### src/rtl/pkg_fdma_pkg.sv
// ---------------------------------------------------------------------------
// pkg_fdma_pkg
// Shared definitions for the packet DMA engine: channel FSM state encodings,
// AXI burst/response constants, the default packet size limit, and the bit
// positions inside the sticky error vector.
// ---------------------------------------------------------------------------
package pkg_fdma_pkg;

    typedef enum logic [1:0] {
        W_IDLE = 2'd0,
        W_ADDR = 2'd1,
        W_DATA = 2'd2,
        W_RESP = 2'd3
    } w_state_t;

    typedef enum logic [1:0] {
        R_IDLE = 2'd0,
        R_ADDR = 2'd1,
        R_DATA = 2'd2
    } r_state_t;

    localparam logic [1:0] AXI_BURST_INCR = 2'b01;
    localparam logic [1:0] AXI_RESP_OKAY  = 2'b00;

    localparam int MAX_BEATS_DEFAULT = 256;

    // Sticky error vector bit positions
    localparam int ERR_REQ_OVERRUN = 3;
    localparam int ERR_BAD_SIZE    = 2;
    localparam int ERR_WR_RESP     = 1;
    localparam int ERR_RD          = 0;

    // A packet is legal when it has at least one beat and fits in one burst.
    function automatic logic size_ok(input logic [31:0] size, input int max_beats);
        return (size != 32'd0) && (size <= 32'(max_beats));
    endfunction

endpackage

### src/rtl/pkg_fdma_engine.sv
// ---------------------------------------------------------------------------
// pkg_fdma_engine
// Moves fixed-size packets between a FWFT packet interface and AXI4 memory.
// Write channel: pkg_wr_* request -> one AW burst, W beats pulled from
// pkg_wr_data, B response -> pkg_wr_last pulse.
// Read channel: pkg_rd_* request -> one AR burst, R beats forwarded on
// pkg_rd_en/pkg_rd_data, pkg_rd_last on the rlast beat.
// The two channels are fully independent.
// Ports:
//   ui_clk, ui_rst            clock, synchronous active-high reset
//   pkg_wr_* / pkg_rd_*       packet request and data interfaces
//   aw*/w*/b*, ar*/r*         AXI4 write / read master
//   wr_busy, rd_busy          channel not idle
//   err[3:0]                  sticky {req_overrun, bad_size, wr_resp, rd_resp/len}
// ---------------------------------------------------------------------------
module pkg_fdma_engine
    import pkg_fdma_pkg::*;
#(
    parameter int ADDR_W    = 32,
    parameter int DATA_W    = 128,
    parameter int MAX_BEATS = MAX_BEATS_DEFAULT
) (
    input  logic                ui_clk,
    input  logic                ui_rst,
    // packet write side
    input  logic                pkg_wr_areq,
    input  logic [31:0]         pkg_wr_addr,
    input  logic [31:0]         pkg_wr_size,
    input  logic [DATA_W-1:0]   pkg_wr_data,
    output logic                pkg_wr_en,
    output logic                pkg_wr_last,
    // packet read side
    input  logic                pkg_rd_areq,
    input  logic [31:0]         pkg_rd_addr,
    input  logic [31:0]         pkg_rd_size,
    output logic                pkg_rd_en,
    output logic [DATA_W-1:0]   pkg_rd_data,
    output logic                pkg_rd_last,
    // AXI4 write master
    output logic [ADDR_W-1:0]   awaddr,
    output logic [7:0]          awlen,
    output logic [2:0]          awsize,
    output logic [1:0]          awburst,
    output logic                awvalid,
    input  logic                awready,
    output logic [DATA_W-1:0]   wdata,
    output logic [DATA_W/8-1:0] wstrb,
    output logic                wlast,
    output logic                wvalid,
    input  logic                wready,
    input  logic [1:0]          bresp,
    input  logic                bvalid,
    output logic                bready,
    // AXI4 read master
    output logic [ADDR_W-1:0]   araddr,
    output logic [7:0]          arlen,
    output logic [2:0]          arsize,
    output logic [1:0]          arburst,
    output logic                arvalid,
    input  logic                arready,
    input  logic [DATA_W-1:0]   rdata,
    input  logic [1:0]          rresp,
    input  logic                rlast,
    input  logic                rvalid,
    output logic                rready,
    // status
    output logic                wr_busy,
    output logic                rd_busy,
    output logic [3:0]          err
);

    localparam int               CNT_W     = $clog2(MAX_BEATS + 1);
    localparam logic [CNT_W-1:0] CNT_ONE   = CNT_W'(1);
    localparam logic [2:0]       BEAT_SIZE = 3'($clog2(DATA_W / 8));

    // write channel state
    w_state_t          w_state_q, w_state_d;
    logic [ADDR_W-1:0] awaddr_q, awaddr_d;
    logic [7:0]        awlen_q, awlen_d;
    logic              awvalid_q, awvalid_d;
    logic [CNT_W-1:0]  w_size_q, w_size_d;
    logic [CNT_W-1:0]  w_cnt_q, w_cnt_d;
    logic              wr_last_q, wr_last_d;
    logic [3:0]        wr_err_set;
    logic              wlast_int;

    // read channel state
    r_state_t          r_state_q, r_state_d;
    logic [ADDR_W-1:0] araddr_q, araddr_d;
    logic [7:0]        arlen_q, arlen_d;
    logic              arvalid_q, arvalid_d;
    logic [CNT_W-1:0]  r_size_q, r_size_d;
    logic [CNT_W-1:0]  r_cnt_q, r_cnt_d;
    logic              rd_bad_last_q, rd_bad_last_d;
    logic [3:0]        rd_err_set;

    logic [3:0]        err_q, err_d;

    assign wlast_int = (w_state_q == W_DATA) && (w_cnt_q == (w_size_q - CNT_ONE));

    // ---------------- write channel next state ----------------
    always_comb begin
        w_state_d  = w_state_q;
        awaddr_d   = awaddr_q;
        awlen_d    = awlen_q;
        awvalid_d  = awvalid_q;
        w_size_d   = w_size_q;
        w_cnt_d    = w_cnt_q;
        wr_last_d  = 1'b0;
        wr_err_set = 4'b0000;
        case (w_state_q)
            W_IDLE: begin
                if (pkg_wr_areq) begin
                    if (size_ok(pkg_wr_size, MAX_BEATS)) begin
                        awaddr_d  = pkg_wr_addr[ADDR_W-1:0];
                        awlen_d   = pkg_wr_size[7:0] - 8'd1;
                        w_size_d  = pkg_wr_size[CNT_W-1:0];
                        w_cnt_d   = '0;
                        awvalid_d = 1'b1;
                        w_state_d = W_ADDR;
                    end else begin
                        // illegal size: no bus traffic, just report and complete
                        wr_err_set[ERR_BAD_SIZE] = 1'b1;
                        wr_last_d = 1'b1;
                    end
                end
            end
            W_ADDR: begin
                if (awready) begin
                    awvalid_d = 1'b0;
                    w_state_d = W_DATA;
                end
            end
            W_DATA: begin
                if (wready) begin
                    w_cnt_d = w_cnt_q + CNT_ONE;
                    if (wlast_int) begin
                        w_state_d = W_RESP;
                    end
                end
            end
            W_RESP: begin
                if (bvalid) begin
                    wr_last_d = 1'b1;
                    if (bresp != AXI_RESP_OKAY) begin
                        wr_err_set[ERR_WR_RESP] = 1'b1;
                    end
                    w_state_d = W_IDLE;
                end
            end
            default: w_state_d = W_IDLE;
        endcase
        if (pkg_wr_areq && (w_state_q != W_IDLE)) begin
            wr_err_set[ERR_REQ_OVERRUN] = 1'b1;
        end
    end

    // ---------------- read channel next state ----------------
    always_comb begin
        r_state_d     = r_state_q;
        araddr_d      = araddr_q;
        arlen_d       = arlen_q;
        arvalid_d     = arvalid_q;
        r_size_d      = r_size_q;
        r_cnt_d       = r_cnt_q;
        rd_bad_last_d = 1'b0;
        rd_err_set    = 4'b0000;
        case (r_state_q)
            R_IDLE: begin
                if (pkg_rd_areq) begin
                    if (size_ok(pkg_rd_size, MAX_BEATS)) begin
                        araddr_d  = pkg_rd_addr[ADDR_W-1:0];
                        arlen_d   = pkg_rd_size[7:0] - 8'd1;
                        r_size_d  = pkg_rd_size[CNT_W-1:0];
                        r_cnt_d   = '0;
                        arvalid_d = 1'b1;
                        r_state_d = R_ADDR;
                    end else begin
                        rd_err_set[ERR_BAD_SIZE] = 1'b1;
                        rd_bad_last_d = 1'b1;
                    end
                end
            end
            R_ADDR: begin
                if (arready) begin
                    arvalid_d = 1'b0;
                    r_state_d = R_DATA;
                end
            end
            R_DATA: begin
                if (rvalid) begin
                    r_cnt_d = r_cnt_q + CNT_ONE;
                    if (rresp != AXI_RESP_OKAY) begin
                        rd_err_set[ERR_RD] = 1'b1;
                    end
                    // slave ended the burst early or late
                    if (rlast) begin
                        if (r_cnt_q != (r_size_q - CNT_ONE)) begin
                            rd_err_set[ERR_RD] = 1'b1;
                        end
                        r_state_d = R_IDLE;
                    end
                end
            end
            default: r_state_d = R_IDLE;
        endcase
        if (pkg_rd_areq && (r_state_q != R_IDLE)) begin
            rd_err_set[ERR_REQ_OVERRUN] = 1'b1;
        end
    end

    assign err_d = err_q | wr_err_set | rd_err_set;

    always_ff @(posedge ui_clk) begin
        if (ui_rst) begin
            w_state_q     <= W_IDLE;
            awaddr_q      <= '0;
            awlen_q       <= '0;
            awvalid_q     <= 1'b0;
            w_size_q      <= '0;
            w_cnt_q       <= '0;
            wr_last_q     <= 1'b0;
            r_state_q     <= R_IDLE;
            araddr_q      <= '0;
            arlen_q       <= '0;
            arvalid_q     <= 1'b0;
            r_size_q      <= '0;
            r_cnt_q       <= '0;
            rd_bad_last_q <= 1'b0;
            err_q         <= '0;
        end else begin
            w_state_q     <= w_state_d;
            awaddr_q      <= awaddr_d;
            awlen_q       <= awlen_d;
            awvalid_q     <= awvalid_d;
            w_size_q      <= w_size_d;
            w_cnt_q       <= w_cnt_d;
            wr_last_q     <= wr_last_d;
            r_state_q     <= r_state_d;
            araddr_q      <= araddr_d;
            arlen_q       <= arlen_d;
            arvalid_q     <= arvalid_d;
            r_size_q      <= r_size_d;
            r_cnt_q       <= r_cnt_d;
            rd_bad_last_q <= rd_bad_last_d;
            err_q         <= err_d;
        end
    end

    // write outputs
    assign awaddr      = awaddr_q;
    assign awlen       = awlen_q;
    assign awsize      = BEAT_SIZE;
    assign awburst     = AXI_BURST_INCR;
    assign awvalid     = awvalid_q;
    assign wvalid      = (w_state_q == W_DATA);
    assign wdata       = pkg_wr_data;
    assign wstrb       = {(DATA_W/8){1'b1}};
    assign wlast       = wlast_int;
    assign pkg_wr_en   = wvalid & wready;
    assign bready      = (w_state_q == W_RESP);
    assign pkg_wr_last = wr_last_q;
    assign wr_busy     = (w_state_q != W_IDLE);

    // read outputs
    assign araddr      = araddr_q;
    assign arlen       = arlen_q;
    assign arsize      = BEAT_SIZE;
    assign arburst     = AXI_BURST_INCR;
    assign arvalid     = arvalid_q;
    assign rready      = (r_state_q == R_DATA);
    assign pkg_rd_en   = rready & rvalid;
    assign pkg_rd_data = rdata;
    // normal completion is on the rlast beat; illegal sizes complete a cycle after the request
    assign pkg_rd_last = (pkg_rd_en & rlast) | rd_bad_last_q;
    assign rd_busy     = (r_state_q != R_IDLE);

    assign err = err_q;

endmodule

### config.mk
export PLATFORM = sky130hd
export DESIGN_NAME = pkg_fdma_engine
export DESIGN_NICKNAME = d
export VERILOG_FILES = /design/src/rtl/pkg_fdma_pkg.sv /design/src/rtl/pkg_fdma_engine.sv
export SDC_FILE = /design/constraint.sdc
export NUM_CORES = 1
export LEC_CHECK = 0
export CAP_MARGIN = 15
export CELL_PAD_IN_SITES_DETAIL_PLACEMENT = 0
export CELL_PAD_IN_SITES_GLOBAL_PLACEMENT = 2
export CORE_AREA = 2 2 306 308
export DETAILED_ROUTE_END_ITERATION = 8
export DIE_AREA = 0 0 308 310
export HOLD_SLACK_MARGIN = 0.12
export PLACE_DENSITY_LB_ADDON = 0.12
export SLEW_MARGIN = 20
export SYNTH_ARGS = -nofsm -noshare
export SYNTH_HDL_FRONTEND = slang
export SYNTH_SLANG_ARGS = --single-unit
### constraint.sdc
create_clock -name ui_clk -period 2.7 [get_ports ui_clk]
set_input_delay 0.405 -clock ui_clk [delete_from_list [all_inputs] [get_ports ui_clk]]
set_output_delay 0.405 -clock ui_clk [all_outputs]
set_load 0.02 [all_outputs]
Word level (Yosys, flattened, before mapping) --
Cells that the tools add are included.
Storage, ports and cells: ROM bits 0, register bits 128, word-level logic and storage cells 119, input port bits 398, memory bits (writable) 0, memories kept 0, latch bits 0
Cells by class: mux-type cells 47, add/subtract/negate cells 6, order comparisons 2, reductions and logical operators 25, $mul 0, eq/ne operators 18, bitwise operators 6, shifts and indexed selects 0, divide/modulo/power cells 0
Operators by type and width (count):
- <= comparator 32 x 9 -> 1 bit (second input constant) | 2
- nonzero test 32 bit | 2
- two-way mux 9 bit | 6
- case mux 9 bit (2 select lines) | 2
- two-way mux 1 bit | 23
- two-way mux 2 bit | 11
- inequality test 2 bit (second input constant) | 10
- adder 9 x 1 -> 9 bit (second input constant) | 2
- subtractor 9 x 1 -> 9 bit (second input constant) | 2
- AND reduction 4 bit | 4
- nonzero test 2 bit | 8
- subtractor 8 x 1 -> 8 bit (second input constant) | 2
- == test 9 bit | 1
- inequality test 9 bit | 1
- bitwise OR 4 bit | 2
- case mux 2 bit (4 select lines) | 1
- == test 2 bit (second input constant) | 3
- case mux 1 bit (2 select lines) | 3
- case mux 2 bit (3 select lines) | 1
- AND reduction 3 bit | 2
- AND reduction 6 bit | 1
- logical AND 1 bit | 5
- AND reduction 5 bit | 1
- == test 2 x 1 -> 1 bit (second input constant) | 2
- other kinds (4) | 7

Logic depth before layout (Yosys ltp) --
word-level depth 7, mapped depth 10

Least setup slack after synthesis --
Ideal clock, no wire load.
kind input port to flip-flop, start point input port pkg_rd_size[0], end point register araddr_q[0], in the netlist araddr[0], buffers on the path 2, stages on the path 9, setup slack 0.617 ns, data arrival time 1.955 ns, cells stage by stage inv_1 > ha_1 > nor3b_1 > nand3_2 > a2111oi_4 > buf_6 > buf_8 > mux2i_1 > nor2_1
On the way: word-level cells in the longest chain between the ends 3, elaborated cells between the ends (all ways) 4, classes of those cells order compare: 1; reduce/logical: 3
RTL lines:
- start: declaration | line pkg_fdma_engine.sv:35 | input logic [31:0] pkg_rd_size,
- <= comparator 32 x 9 -> 1 bit or nonzero test 32 bit (tied branches) | line pkg_fdma_pkg.sv:35 | return (size != 32'd0) && (size <= 32'(max_beats));
- logical AND 1 bit (*) | line pkg_fdma_pkg.sv:35
- AND reduction 3 bit (no source line) (*)
- end signal: assignment | line pkg_fdma_engine.sv:240 | araddr_q <= araddr_d;
- end: declaration | line pkg_fdma_engine.sv:89 | logic [ADDR_W-1:0] araddr_q, araddr_d;
Mark *: on every way between the ends. The rest lies on a longest branch, timed or not. A chain may end at the register's enable or synchronous reset.

Final worst setup path --
start point register w_size_q[2], end point output port wlast
On the way: word-level cells in the longest chain between the ends 3
RTL lines:
- start: declaration | line pkg_fdma_engine.sv:81 | logic [CNT_W-1:0] w_size_q, w_size_d;
- start signal: assignment | line pkg_fdma_engine.sv:236 | w_size_q <= w_size_d;
- subtractor 9 x 1 -> 9 bit | line pkg_fdma_engine.sv:99 | assign wlast_int = (w_state_q == W_DATA) && (w_cnt_q == (w_size_q - CNT_ONE));
- == test 9 bit | line pkg_fdma_engine.sv:99
- logical AND 1 bit | line pkg_fdma_engine.sv:99
- end: declaration | line pkg_fdma_engine.sv:48 | output logic wlast,
Every way passes these cells.

==> impl_metrics.json <==
{
  "syn_inst": 963,
  "via_per_inst": 2.811,
  "die_area_um2": 95480,
  "required_ps": 2300,
  "clk_latency_ps": 470,
  "clkTransAtPathRegs_ps": 60,
  "synth-xor-area-share_pct": 4.607,
  "vias": 6178,
  "rsz0062_at_grt": "yes",
  "fin_crit_sh_pct": 95.85,
  "dp.cells": 2166,
  "synth_compound_area_share_pct": 9.779,
  "diodes": 0,
  "power_leakage_nw": 3.526,
  "min_path_type": "in -> reg",
  "power_w": 0.004668,
  "ys_seq_elements": 128,
  "finClkSkew_ps": 8.628,
  "cp_cell_sequence": "or3_4 -> nor4_4 -> nor4_4 -> nor4_1 -> and3_1 -> buf_4",
  "placementRows": 112,
  "syn_area_um2": 7984,
  "intPower_w": 0.003495,
  "grt_usage_pct": 7.404,
  "firstDrtPassIters": 4,
  "fmax_mhz": 386.4,
  "avgSynthCellArea_um2": 8.291,
  "regToRegEndpoint": "w_state_q[0]$_SDFFE_PP0P_",
  "ys_async_sr_fraction_pct": 0,
  "drt_iter0_markers": 169,
  "worst-setup-path-type": "reg -> out",
  "synth_top_family_by_area": "buffers and inverters",
  "drive_above_1_share_pct": 11.79,
  "combPwrFrac_pct": 8.5,
  "cap_violations": 0,
  "wl_um": 35580,
  "die_w_um": 308,
  "critPathMaxFanout": 5,
  "r2r_start": "w_size_q[2]$_SDFFE_PP0P_",
  "finalNetCount": 1396,
  "cts_sinks": 128,
  "synth_edf_count": 0,
  "tritoncts": "yes",
  "synth-main-ff-cell": "dfxtp_1",
  "fin_util_pct": 11.79,
  "port_buffers": 237,
  "reg2reg_setup_slack_ps": 530,
  "cp.arrival_ps": 2180,
  "die_y_um": 310,
  "startpoint": "w_size_q[2]$_SDFFE_PP0P_",
  "ys_types": 57,
  "grt_start_max_net_pins": 56,
  "critical_path_cell_count": 6,
  "ant_nets": 0,
  "synthToLayoutAreaGrowth_pct": 36.58,
  "synthSimpleGateAreaFrac_pct": 16.38,
  "initial_core_util_pct": 8.632,
  "cts_root_buf": "clkbuf_16",
  "yosysSeqAreaShare_pct": 32.10,
  "place_congestion": 0.6468,
  "maxSlewViolCount": 0,
  "yosysWarnings": 0,
  "p_clk_share_pct": 51.0,
  "crit_family": "simple AND/OR/NAND/NOR gates",
  "dp.final_hpwl_um": 28340,
  "synthMuxAreaShare_pct": 5.266,
  "setup_viol_count_final": 0,
  "cp.buffers_inverters": 1,
  "cts_buffer_depth": 2,
  "switchingPower_w": 0.001173,
  "critPathCaptureType": "primary output",
  "cp-start-kind": "flop",
  "holdWs_ps": 282.2,
  "htreeDepth": 4,
  "core-area_um2": 92490,
  "crit_path_end": "wlast",
  "nFillCells": 10630,
  "grt_pass1_wl_um": 48980,
  "p_seq_share_pct": 40.6,
  "cp_slowest_cell": "or3_4",
  "irDropWorstVdd_mv": 0.4543,
  "crit_path_frequent_cell": "nor4_4",
  "slowest_delay_ps": 450,
  "ff2ff_path_depth": 8,
  "fin_setup_tns_ps": 0,
  "antenna_found_initial": 4,
  "switching_share_pct": 25.12,
  "finalHoldViolCount": 0,
  "ios": 776,
  "wl_per_cell_um": 16.19,
  "gr-total-overflow": 0,
  "grt_pass1_vias": 6521,
  "drc": 0,
  "status": "complete, no violations",
  "stdcell_count": 2198,
  "power.density_nw_per_um2": 428.1,
  "cts_buffers": 17,
  "synthAdderAreaFrac_pct": 1.567,
  "post-route-min-period_ps": 2588
}
-- sequential cells by signal, summed over array words and instances (netlist names), 2 cells and up --
register,count
r_cnt_q,9
araddr,32
r_size_q,9
w_cnt_q,9
err,4
awaddr,32
r_state_q,2
awlen,8
w_state_q,2
arlen,8
w_size_q,9
-- cell usage in the layout, fill, tap and decap left out, types with 3 or more instances in the layout --
master,count
a211o_1,3
a211oi_1,13
a211oi_2,4
a21oi_1,57
a311oi_1,3
a31oi_1,4
and2_1,5
and3_1,6
and4_1,3
buf_12,13
buf_4,53
clkbuf_1,4
clkbuf_16,17
clkdlybuf4s50_1,235
clkinv_2,4
conb_1,26
dfxtp_1,128
ha_1,8
inv_1,19
mux2i_1,42
nand2_1,104
nand2b_1,9
nand3_1,8
nand4_1,7
nor2_1,97
nor3_1,11
nor3b_1,3
nor4_1,12
nor4_4,5
o2111ai_1,4
o211ai_1,3
o21ai_0,9
xnor2_1,19
xor2_1,23
-- what timing repair did --
action,4_1_cts,5_1_grt
buffers inserted,0,0
hold endpoints to repair,0,0
gates resized for setup,2,11
gates cloned,0,0
pin swaps,0,2
hold buffers,0,0
endpoints found under the setup margin,3,1
-- worst min path at each step --
stage,from,end,slack (ps),cells after the start
finish,ui_rst,r_cnt_q[1]$_SDFFE_PP0P_,280,2
floorplan,w_size_q[4]$_SDFFE_PP0P_,w_size_q[4]$_SDFFE_PP0P_,460,2
global route,ui_rst,araddr[31]$_SDFFE_PP0P_,260,2
global placement,awaddr[30]$_SDFFE_PP0P_,awaddr[30]$_SDFFE_PP0P_,440,2
detailed placement,awaddr[23]$_SDFFE_PP0P_,awaddr[23]$_SDFFE_PP0P_,450,2
CTS,ui_rst,r_cnt_q[0]$_SDFFE_PP0P_,240,2
-- stage by stage --
stage | instance area (um2) | worst slack, ps
4_1_cts | 10840 | -100.8
5_1_grt | 10900 | -56.97
3_5_place_dp | 10260 | -173.8
3_3_place_gp | 10260 | -141.9
2_1_floorplan | 8074 | 617.3
6_report | 10900 | 112.0
-- per-layer routing --
metal | share of wire, % | vias to the layer above | GRT usage (%)
li1 | - | 2938 | -
met1 | 38 | 2809 | 7.665
met5 | 0.079 | - | 0.2022
met3 | 12 | 121 | 4.550
met2 | 45 | 306 | 11.09
met4 | 5.1 | 4 | 5.082
-- final cells by class --
| type | count | area (um2) | area share [%] |
|---|---|---|---|
| multi-input combinational | 521 | 3196 | 29.31 |
| timing repair buffer | 301 | 3010 | 27.61 |
| sequential | 128 | 2562 | 23.50 |
| tap | 1197 | 1498 | 13.73 |
| clock buffer | 22 | 454.2 | 4.165 |
| clock inverter | 10 | 112.6 | 1.033 |
| inverter | 19 | 71.32 | 0.6540 |
-- power by group through the flow --
stage	combinational [W]	clock, W	sequential [W]
2_1_floorplan	0.000678	0	0.00194
3_3_place_gp	0.000413	0	0.00194
3_5_place_dp	0.000407	0	0.00194
4_1_cts	0.000410	0.00258	0.00189
5_1_grt	0.000430	0.00263	0.00189
6_report	0.000396	0.00238	0.00189
-- cell families (layout without fill, tap and decap cells) --
group           count (synthesis)  in the layout
compound gates                116            116
xor+xnor                       42             42
fa+ha+maj                      10             10
buf+inv                       338            352
flops                         128            128
mux                            42             42
other cells                     2             26
simple gates                  285            285
-- cell usage after synthesis (2+ instances only) --
cell,count,area (um2)
a31oi_1,4,25.02
conb_1,2,7.510
o31a_1,2,17.52
nor4b_1,2,17.52
nor3b_1,3,22.52
buf_4,284,2132
nor3_1,12,60.06
a311oi_1,3,26.28
xnor2_1,19,166.4
nand2b_1,10,62.56
o211ai_1,3,22.52
and4_1,3,26.28
nand3_1,8,40.04
ha_1,10,125.1
o2111ai_1,5,43.79
and2_1,5,31.28
inv_1,19,71.32
clkbuf_1,18,67.56
xor2_1,23,201.4
mux2i_1,42,420.4
dfxtp_1,128,2562
nor2_1,97,364.1
or4_1,2,15.01
nor2b_1,2,12.51
buf_2,10,50.05
o21ai_0,9,45.04
nor4_1,16,100.1
nand4_1,7,43.79
and3_1,6,37.54
buf_8,5,75.07
nand2_1,104,390.4
a21o_1,2,15.01
a211o_1,3,26.28
a21oi_1,57,285.3
a211oi_2,4,50.05
a211oi_1,13,97.59
(Power assumes the default switching activity.)
